**config.mk**
```make
export PLATFORM = sky130hd
export DESIGN_NAME = spi_sclk_gen
export DESIGN_NICKNAME = d
export VERILOG_FILES = /design/src/rtl/spi_sclk_gen.sv
export SDC_FILE = /design/constraint.sdc
export NUM_CORES = 1
export LEC_CHECK = 0
export ABC_CLOCK_PERIOD_IN_PS = 7300
export CORE_UTILIZATION = 55
export CTS_BUF_LIST = sky130_fd_sc_hd__clkbuf_8 sky130_fd_sc_hd__clkbuf_16
export DETAILED_ROUTE_END_ITERATION = 12
export PLACE_DENSITY = 0.77
export SYNTH_ARGS = -nofsm -noshare
export SYNTH_HDL_FRONTEND = slang
export SYNTH_SLANG_ARGS = --single-unit
```
**constraint.sdc**
```tcl
create_clock -name clk -period 7.3 [get_ports clk]
set_input_delay 0.73 -clock clk [delete_from_list [all_inputs] [get_ports clk]]
set_output_delay 0.73 -clock clk [all_outputs]
set_load 0.02 [all_outputs]
```
**src/rtl/spi_sclk_gen.sv**
```systemverilog
// spi_sclk_gen: programmable SPI serial-clock burst generator.
//
// On an accepted start, latches half-period, bit count and idle polarity, then
// produces exactly num_bits SCLK periods (2*half_period clk cycles each) and
// returns SCLK to its idle level. One-cycle strobes mark every edge away from
// the idle level (lead) and every edge back to it (trail) for the shift/sample
// logic.
//
// Ports:
//   clk, reset          system clock, synchronous active-high reset
//   start               request a burst (accepted only while not busy)
//   stop                abort a running burst; blocks start while idle
//   half_period[CNT_W]  clk cycles per SCLK half-period (0 behaves as 1)
//   num_bits[LEN_W]     SCLK periods per burst (0 gives an immediate done)
//   cpol                SCLK idle level
//   sclk                registered serial clock
//   lead_strobe         pulse with each edge away from idle
//   trail_strobe        pulse with each edge back to idle
//   busy                burst in progress
//   done                pulse when a burst completes normally
module spi_sclk_gen #(
  parameter int CNT_W = 26,
  parameter int LEN_W = 6
) (
  input  logic             clk,
  input  logic             reset,
  input  logic             start,
  input  logic             stop,
  input  logic [CNT_W-1:0] half_period,
  input  logic [LEN_W-1:0] num_bits,
  input  logic             cpol,
  output logic             sclk,
  output logic             lead_strobe,
  output logic             trail_strobe,
  output logic             busy,
  output logic             done
);

  typedef enum logic {IDLE, RUN} state_t;

  state_t           state_q, state_d;
  logic [CNT_W-1:0] cnt_q, cnt_d;
  logic [LEN_W:0]   tog_q, tog_d;   // SCLK toggles issued so far, up to 2*nb
  logic [CNT_W-1:0] hp_q, hp_d;
  logic [LEN_W-1:0] nb_q, nb_d;
  logic             pol_q, pol_d;
  logic             sclk_q, sclk_d;
  logic             lead_q, lead_d;
  logic             trail_q, trail_d;
  logic             busy_q, busy_d;
  logic             done_q, done_d;

  logic [LEN_W:0]   tog_inc;
  logic             new_sclk;

  assign tog_inc  = tog_q + 1'b1;
  assign new_sclk = ~sclk_q;

  always_comb begin
    state_d = state_q;
    cnt_d   = cnt_q;
    tog_d   = tog_q;
    hp_d    = hp_q;
    nb_d    = nb_q;
    pol_d   = pol_q;
    sclk_d  = sclk_q;
    busy_d  = busy_q;
    lead_d  = 1'b0;
    trail_d = 1'b0;
    done_d  = 1'b0;

    case (state_q)
      IDLE: begin
        // Idle SCLK tracks the live cpol so the pad sits at the right level
        // before the first burst.
        sclk_d = cpol;
        if (start && !stop) begin
          hp_d  = (half_period == '0) ? CNT_W'(1) : half_period;
          nb_d  = num_bits;
          pol_d = cpol;
          cnt_d = '0;
          tog_d = '0;
          if (num_bits == '0) begin
            done_d = 1'b1;
          end else begin
            busy_d  = 1'b1;
            state_d = RUN;
          end
        end
      end

      RUN: begin
        if (stop) begin
          // Abort wins over a coincident terminal edge: no strobe, no done.
          state_d = IDLE;
          busy_d  = 1'b0;
          sclk_d  = pol_q;
          cnt_d   = '0;
        end else if (cnt_q == hp_q - CNT_W'(1)) begin
          cnt_d  = '0;
          tog_d  = tog_inc;
          sclk_d = new_sclk;
          if (new_sclk != pol_q) lead_d  = 1'b1;
          else                   trail_d = 1'b1;
          if (tog_inc == {nb_q, 1'b0}) begin
            state_d = IDLE;
            busy_d  = 1'b0;
            done_d  = 1'b1;
          end
        end else begin
          cnt_d = cnt_q + CNT_W'(1);
        end
      end

      default: state_d = IDLE;
    endcase
  end

  always_ff @(posedge clk) begin
    if (reset) begin
      state_q <= IDLE;
      cnt_q   <= '0;
      tog_q   <= '0;
      hp_q    <= '0;
      nb_q    <= '0;
      pol_q   <= 1'b0;
      sclk_q  <= 1'b0;
      lead_q  <= 1'b0;
      trail_q <= 1'b0;
      busy_q  <= 1'b0;
      done_q  <= 1'b0;
    end else begin
      state_q <= state_d;
      cnt_q   <= cnt_d;
      tog_q   <= tog_d;
      hp_q    <= hp_d;
      nb_q    <= nb_d;
      pol_q   <= pol_d;
      sclk_q  <= sclk_d;
      lead_q  <= lead_d;
      trail_q <= trail_d;
      busy_q  <= busy_d;
      done_q  <= done_d;
    end
  end

  assign sclk         = sclk_q;
  assign lead_strobe  = lead_q;
  assign trail_strobe = trail_q;
  assign busy         = busy_q;
  assign done         = done_q;

endmodule
```
==> qor.json <==
{
  "share_of_cells_above_drive_strength_1_pct": 5.63,
  "report.final.slew_viol_count": 0,
  "internal_power_mw": 0.679,
  "number_of_port_buffers": 41,
  "cts_root_buffer": "clkbuf_8",
  "grt_antenna_before_repair": 0,
  "run_status": "finished, final reports clean",
  "synth_top_area_cell": "dfxtp_1",
  "synth.distinct_cells": 64,
  "clkSlewWorstSetupHoldPaths_ps": 80,
  "ys_ff_latch": 72,
  "post_cts_setup_repair_bufs": 0,
  "initial_core_util_pct": 57.8,
  "critPathMaxFanout": 24,
  "post_cts_hold_buffer_count": 0,
  "grt_remaining_overflow": 0,
  "max_slew.worst_pin.slew_ps": 945,
  "area.sequential_um2": 1440,
  "routed_wirelength_mm": 10.6,
  "total_power_mw": 0.944,
  "syn-instance-count": 544,
  "vias": 3971,
  "sequential_element_share_of_the_synthesized_area_pct": 33.8,
  "final_skew_ps": 15.8,
  "power.density_nw_per_um2": 194,
  "p_seq_share_pct": 44.5,
  "synth_largest_type_area_fraction_pct": 33.8,
  "static-leakage-power_nw": 1.65,
  "cts_tree": "yes",
  "avgRoutedWirePerCell_um": 15.9,
  "postSynthNetCount": 584,
  "place_congestion": 0.935,
  "max-clock-path-buffers": 2,
  "nets": 604,
  "combinationalPowerShare_pct": 18.4,
  "area_growth_from_synthesis_to_layout_pct": 14.1,
  "remaining_design_rule_violation_count": 0,
  "track_usage_pct": 26.8,
  "footprint_of_the_multi_input_gates_um2": 2620,
  "critical_path.endpoint_type": "flip-flop",
  "core_area_um2": 7370,
  "filler_cell_count": 628,
  "post_drt_via_cell_ratio": 5.95,
  "critical_path_arrival_ps": 3920,
  "power.share.switching_pct": 28.1,
  "antenna-diode-count": 0,
  "power_switching_mw": 0.265,
  "htree_levels": 3,
  "std_cell_rows": 31,
  "first_global_vias": 3655,
  "first_pass_iters": 5,
  "design.die.area_um2": 8110,
  "synth.top_cells.by_area": "dfxtp_1 34%, nand2_1 8.3%, xnor2_1 7.6%",
  "share_clk_of_total_power_pct": 37.1,
  "die_width_um": 90.0,
  "numCtsBuffers": 9,
  "synth.cell_area_um2": 4260,
  "ioPinCount": 42,
  "headroom_to_the_max_slew_limit_pct": 37.0,
  "report.final.setup_viol": 0,
  "hold_viol_final": 0,
  "worst_ep_required_time_ps": 7490,
  "tritoncts_num_sinks": 72,
  "drv.max_cap_violation_count": 0,
  "fin_setup_tns_ps": 0,
  "wire_length_of_the_first_global_routing_pass_mm": 17.5,
  "worst_ir_drop_vdd_v": 0.000154,
  "die-height_um": 90.0,
  "timing.fmax_mhz": 268,
  "min_period_ps": 3740,
  "post-route-period-util_pct": 51.2,
  "rsz0062_at_grt": "no",
  "cts-resized-gates": 0,
  "maximum_number_of_pins_on_one_net_before_global_route_repair": 56,
  "crit_type": "reg2reg",
  "drt_iter0_markers": 239,
  "detailed_place_hpwl_mm": 7.78,
  "number_of_enable_type_register_cells_in_the_synthesized_netlist": 0,
  "min_path_type": "reg2reg",
  "insertion_delay_ps": 360,
  "route.antenna.remaining_nets": 0,
  "dominant_register_cell_in_the_synthesized_netlist": "dfxtp_1",
  "yosys_warnings": 0,
  "share_of_async_settable_or_async_resettable_flops_after_synthesis_pct": 0,
  "syn-mean-instance-area_um2": 7.84,
  "worstSetupStartpointType": "flip-flop"
}
==> routing by layer <==
metal / track usage (%) / share of wire, %
met3: 6.26 / 6.7
met2: 42.7 / 47
met1: 35.2 / 44
met4: 9.95 / 1.8
met5: 0 / 0
==> per-stage QoR <==
stage / utilization [%] / setup WS, ps / instance area, µm² / std cells / hold WS [ps]
after global routing: 66.0 / 3280 / 4860 / 667 / 493
after CTS: 66.0 / 3580 / 4860 / 667 / 475
final: 66.0 / 3560 / 4860 / 667 / 472
after floorplan: - / 4370 / 4260 / 544 / 448
after detailed placement: 63.0 / 3580 / 4640 / 652 / 463
after global placement: 63.0 / 3700 / 4640 / 652 / 457
==> kinds of logic (layout without fill, tap and decap cells) <==
kind of cell	count (synthesis)	count (layout)	share of synthesized area, %
and+or+nand+nor	266	266	32.7
DFF	72	72	33.8
adders and majority gates	3	3	0.881
buffers and inverters	43	67	4.75
xor gates and xnor gates	70	70	14.4
muxes	7	7	1.70
AOI/OAI and AO/OA	83	83	11.8
==> worst paths after layout <==
path | to | start | slack, ps | depth (start not counted)
max reg2reg | cnt_q[2] | hp_q[0] | 3560 | 10
min reg2reg | nb_q[1] | nb_q[1] | 470 | 2
min | nb_q[1] | nb_q[1] | 470 | 2
max | cnt_q[2] | hp_q[0] | 3560 | 10
==> synth_stat cells, types with 5 or more instances <==
library cell  count
nor3_1           31
and3_1           10
nand2_1          94
nand4_1          13
o21ai_0           5
nand3_1          26
clkbuf_1         24
xor2_1           33
a31oi_1           6
a21oi_1          45
mux2i_1           5
o211ai_1          5
inv_1             8
xnor2_1          37
nor3b_1           8
nor2_1           24
nor4_1           20
dfxtp_1          72
==> placed cells by master, fill, tap and decap left out, drive strengths merged, types with 6 or more instances in the layout <==
cell           Yosys  routed
o21ai              6       6
nor3b              8       8
a31oi              6       6
nand2             94      94
xor2              33      33
inv                8       8
nand3             26      26
clkbuf            24      10
dfxtp             72      72
clkdlybuf4s50      0      40
xnor2             37      37
or4                6       6
nand4             13      13
nor3              32      32
a21oi             46      46
and3              10      10
nor2              25      25
nor4              21      21
==> state kept, by name, summed over array words and instances (netlist names) <==
| name | flops |
|---|---|
| busy | 1 |
| cnt_q | 26 |
| done | 1 |
| hp_q | 26 |
| lead_strobe | 1 |
| nb_q | 6 |
| pol_q | 1 |
| sclk | 1 |
| state_q | 1 |
| tog_q | 7 |
| trail_strobe | 1 |
==> power by group through the flow <==
stage	Combinational (mW)	Sequential [mW]	Clock, mW
after floorplan	0.127	0.420	0
after detailed placement	0.171	0.429	0
final	0.174	0.420	0.350
after global routing	0.192	0.422	0.373
after CTS	0.172	0.420	0.355
after global placement	0.170	0.428	0
==> layout make-up <==
class	instances	area share, %
inverters	8	0.617
well taps	99	2.55
flip-flops and latches	72	29.6
clock buffers	10	2.83
multi-input cells	429	53.9
clock inverters	5	1.67
repair buffers	44	8.80
==> worst max-delay path: stages (launching register included) <==
cell	delay (ps)
dfxtp_1	350
inv_1	90
ha_1	200
or4b_1	520
nor2_1	510
and3_1	280
o21ai_0	90
nor4b_2	280
and3_1	310
and3_1	780
nor3_1	170
No activity file was read; power rests on OpenSTA's default activity.
==> variant (same flow settings) <==
Take the reset off `nb_q` and load it in a clocked block of its own.
--- a/src/rtl/spi_sclk_gen.sv
+++ b/src/rtl/spi_sclk_gen.sv
@@ -123,5 +123,4 @@
       tog_q   <= '0;
       hp_q    <= '0;
-      nb_q    <= '0;
       pol_q   <= 1'b0;
       sclk_q  <= 1'b0;
@@ -135,5 +134,4 @@
       tog_q   <= tog_d;
       hp_q    <= hp_d;
-      nb_q    <= nb_d;
       pol_q   <= pol_d;
       sclk_q  <= sclk_d;
@@ -145,4 +143,8 @@
   end
 
+  always_ff @(posedge clk) begin
+    nb_q <= nb_d;
+  end
+
   assign sclk         = sclk_q;
   assign lead_strobe  = lead_q;
Check against the original RTL: same outputs for any inputs over 10 cycles, from zero or initial values and one cycle with reset high; that may be too few to reach the edited logic, so the function may still have changed.
==> variant against the original RTL <==
- final area is 0.62% lower
- critical endpoint unchanged
- largest power group unchanged
- largest cell class unchanged
- clock skew is 1.9 ps lower
- die area is 0.69% lower
- count of clock-buffer cells in the layout is 1 lower
- total power is 5.4% lower
- setup slack better by 430 ps
- wire length is 1.2% lower
- sequential cell count stayed put
- area after synthesis is 0.70% lower
- cell count is 3.0% lower
==> variant: results <==
set metrics [dict create \
    postRouteWirelength_um 10500 \
    ys.flop_type "dfxtp_1" \
    drive_gt1_frac 0.0712 \
    max-vdd-ir-drop_v 0.000141 \
    rr_worst_depth 8 \
    dp_slack_ps 3950 \
    p_leak_nw 1.68 \
    cp_slowest_cell "o21ai_4" \
    routed-via-count 3832 \
    firstDrtPassIters 5 \
    finalNetCount 583 \
    dpl_cell_area_mm2 0.00464 \
    reg2reg_from "hp_q[3]" \
    fmax_mhz 303 \
    hold_start "busy" \
    critPathMaxStageDelay_ps 610 \
    viasPerCell 5.92 \
    synth-edff-count 6 \
    cts_buffers 9 \
    grt_pass1_vias 3732 \
    gp_congestion 0.940 \
    dp_cells 631 \
    synth_area_leaders "dfxtp_1 (31%), xnor2_1 (7.0%), nand2_1 (6.7%)" \
    hpwlAfterDp_um 7820 \
    fillers 607 \
    syn-num-nets 558 \
    ys_seq_area_frac 0.355 \
    grt_max_degree 41 \
    clock_skew_ps 14.0 \
    grt_pass1_wl_um 17900 \
    synthTopCellsByCount "nand2_1 (76), dfxtp_1 (66), a21oi_1 (36), nor2_1 (36), xnor2_1 (34)" \
    track_usage 0.275 \
    slew_headroom 0.329 \
    drtIter0Drc 340 \
    status "completed" \
]
variant: changes by cell type after synthesis, sizes merged, moves of 5 or more:
cell,change
nand4,-6
edfxtp,+6
a21oi,-9
nor4,-5
nand2,-18
nand2b,+5
dfxtp,-6
o21ai,+11
nor2,+21
xor2,-9
inv,+5
nor3,-12
variant: layout make-up:
cell class,instances,area share
inverter,14,0.0109
sequential,72,0.311
multi-input combinational,403,0.524
timing repair buffer,43,0.0880
clock buffer,9,0.0256
clock inverter,7,0.0153
tap,99,0.0256
variant: logic make-up (layout without fill, tap and decap cells):
| logic type | Yosys count | after routing | share of synthesized area |
|---|---|---|---|
| buffers and inverters | 43 | 73 | 0.0470 |
| AND/OR/NAND/NOR | 242 | 242 | 0.302 |
| XOR/XNOR | 59 | 59 | 0.125 |
| AO/OA/AOI/OAI | 95 | 95 | 0.153 |
| flip-flops | 72 | 72 | 0.355 |
| adder cells (fa/ha/maj) | 3 | 3 | 0.00887 |
| multiplexers | 4 | 4 | 0.00946 |
variant: routing by layer:
metal | global-route usage | part of all wire | up-vias | wire length (um)
li1 | - | - | 1887 | -
met1 | 0.377 | 0.47 | 1760 | 4880
met2 | 0.417 | 0.44 | 163 | 4640
met3 | 0.0558 | 0.065 | 22 | 679
met4 | 0.119 | 0.025 | 0 | 259
met5 | 0 | 0 | - | 0
variant: worst paths after layout:
kind	end	slack (ps)
setup / recovery	cnt_q[2]	4000
hold / removal	busy	490
setup reg to reg	cnt_q[2]	4000
hold reg to reg	busy	490
variant: where the power goes:
part / switching, mW / leakage, nW / internal [mW] / total [mW]
logic: 0.0807 / 0.992 / 0.0656 / 0.146
registers: 0.0175 / 0.591 / 0.408 / 0.426
clock network: 0.163 / 0.0933 / 0.158 / 0.321
variant: stage by stage:
step	power (mW)	utilization
after global routing	0.933	0.659
final	0.893	0.659
after floorplan	0.534	-
after global placement	0.576	0.632
after detailed placement	0.579	0.632
after CTS	0.898	0.659
variant: worst register-to-register path, cell delays in order, from the launching register on:
cell and delay (ps):
dfxtp_1 410, nor4_4 530, nand4_1 330, a221oi_1 410
nor4bb_1 300, and4bb_4 360, a21oi_4 90, o21ai_4 610
nor2_1 120
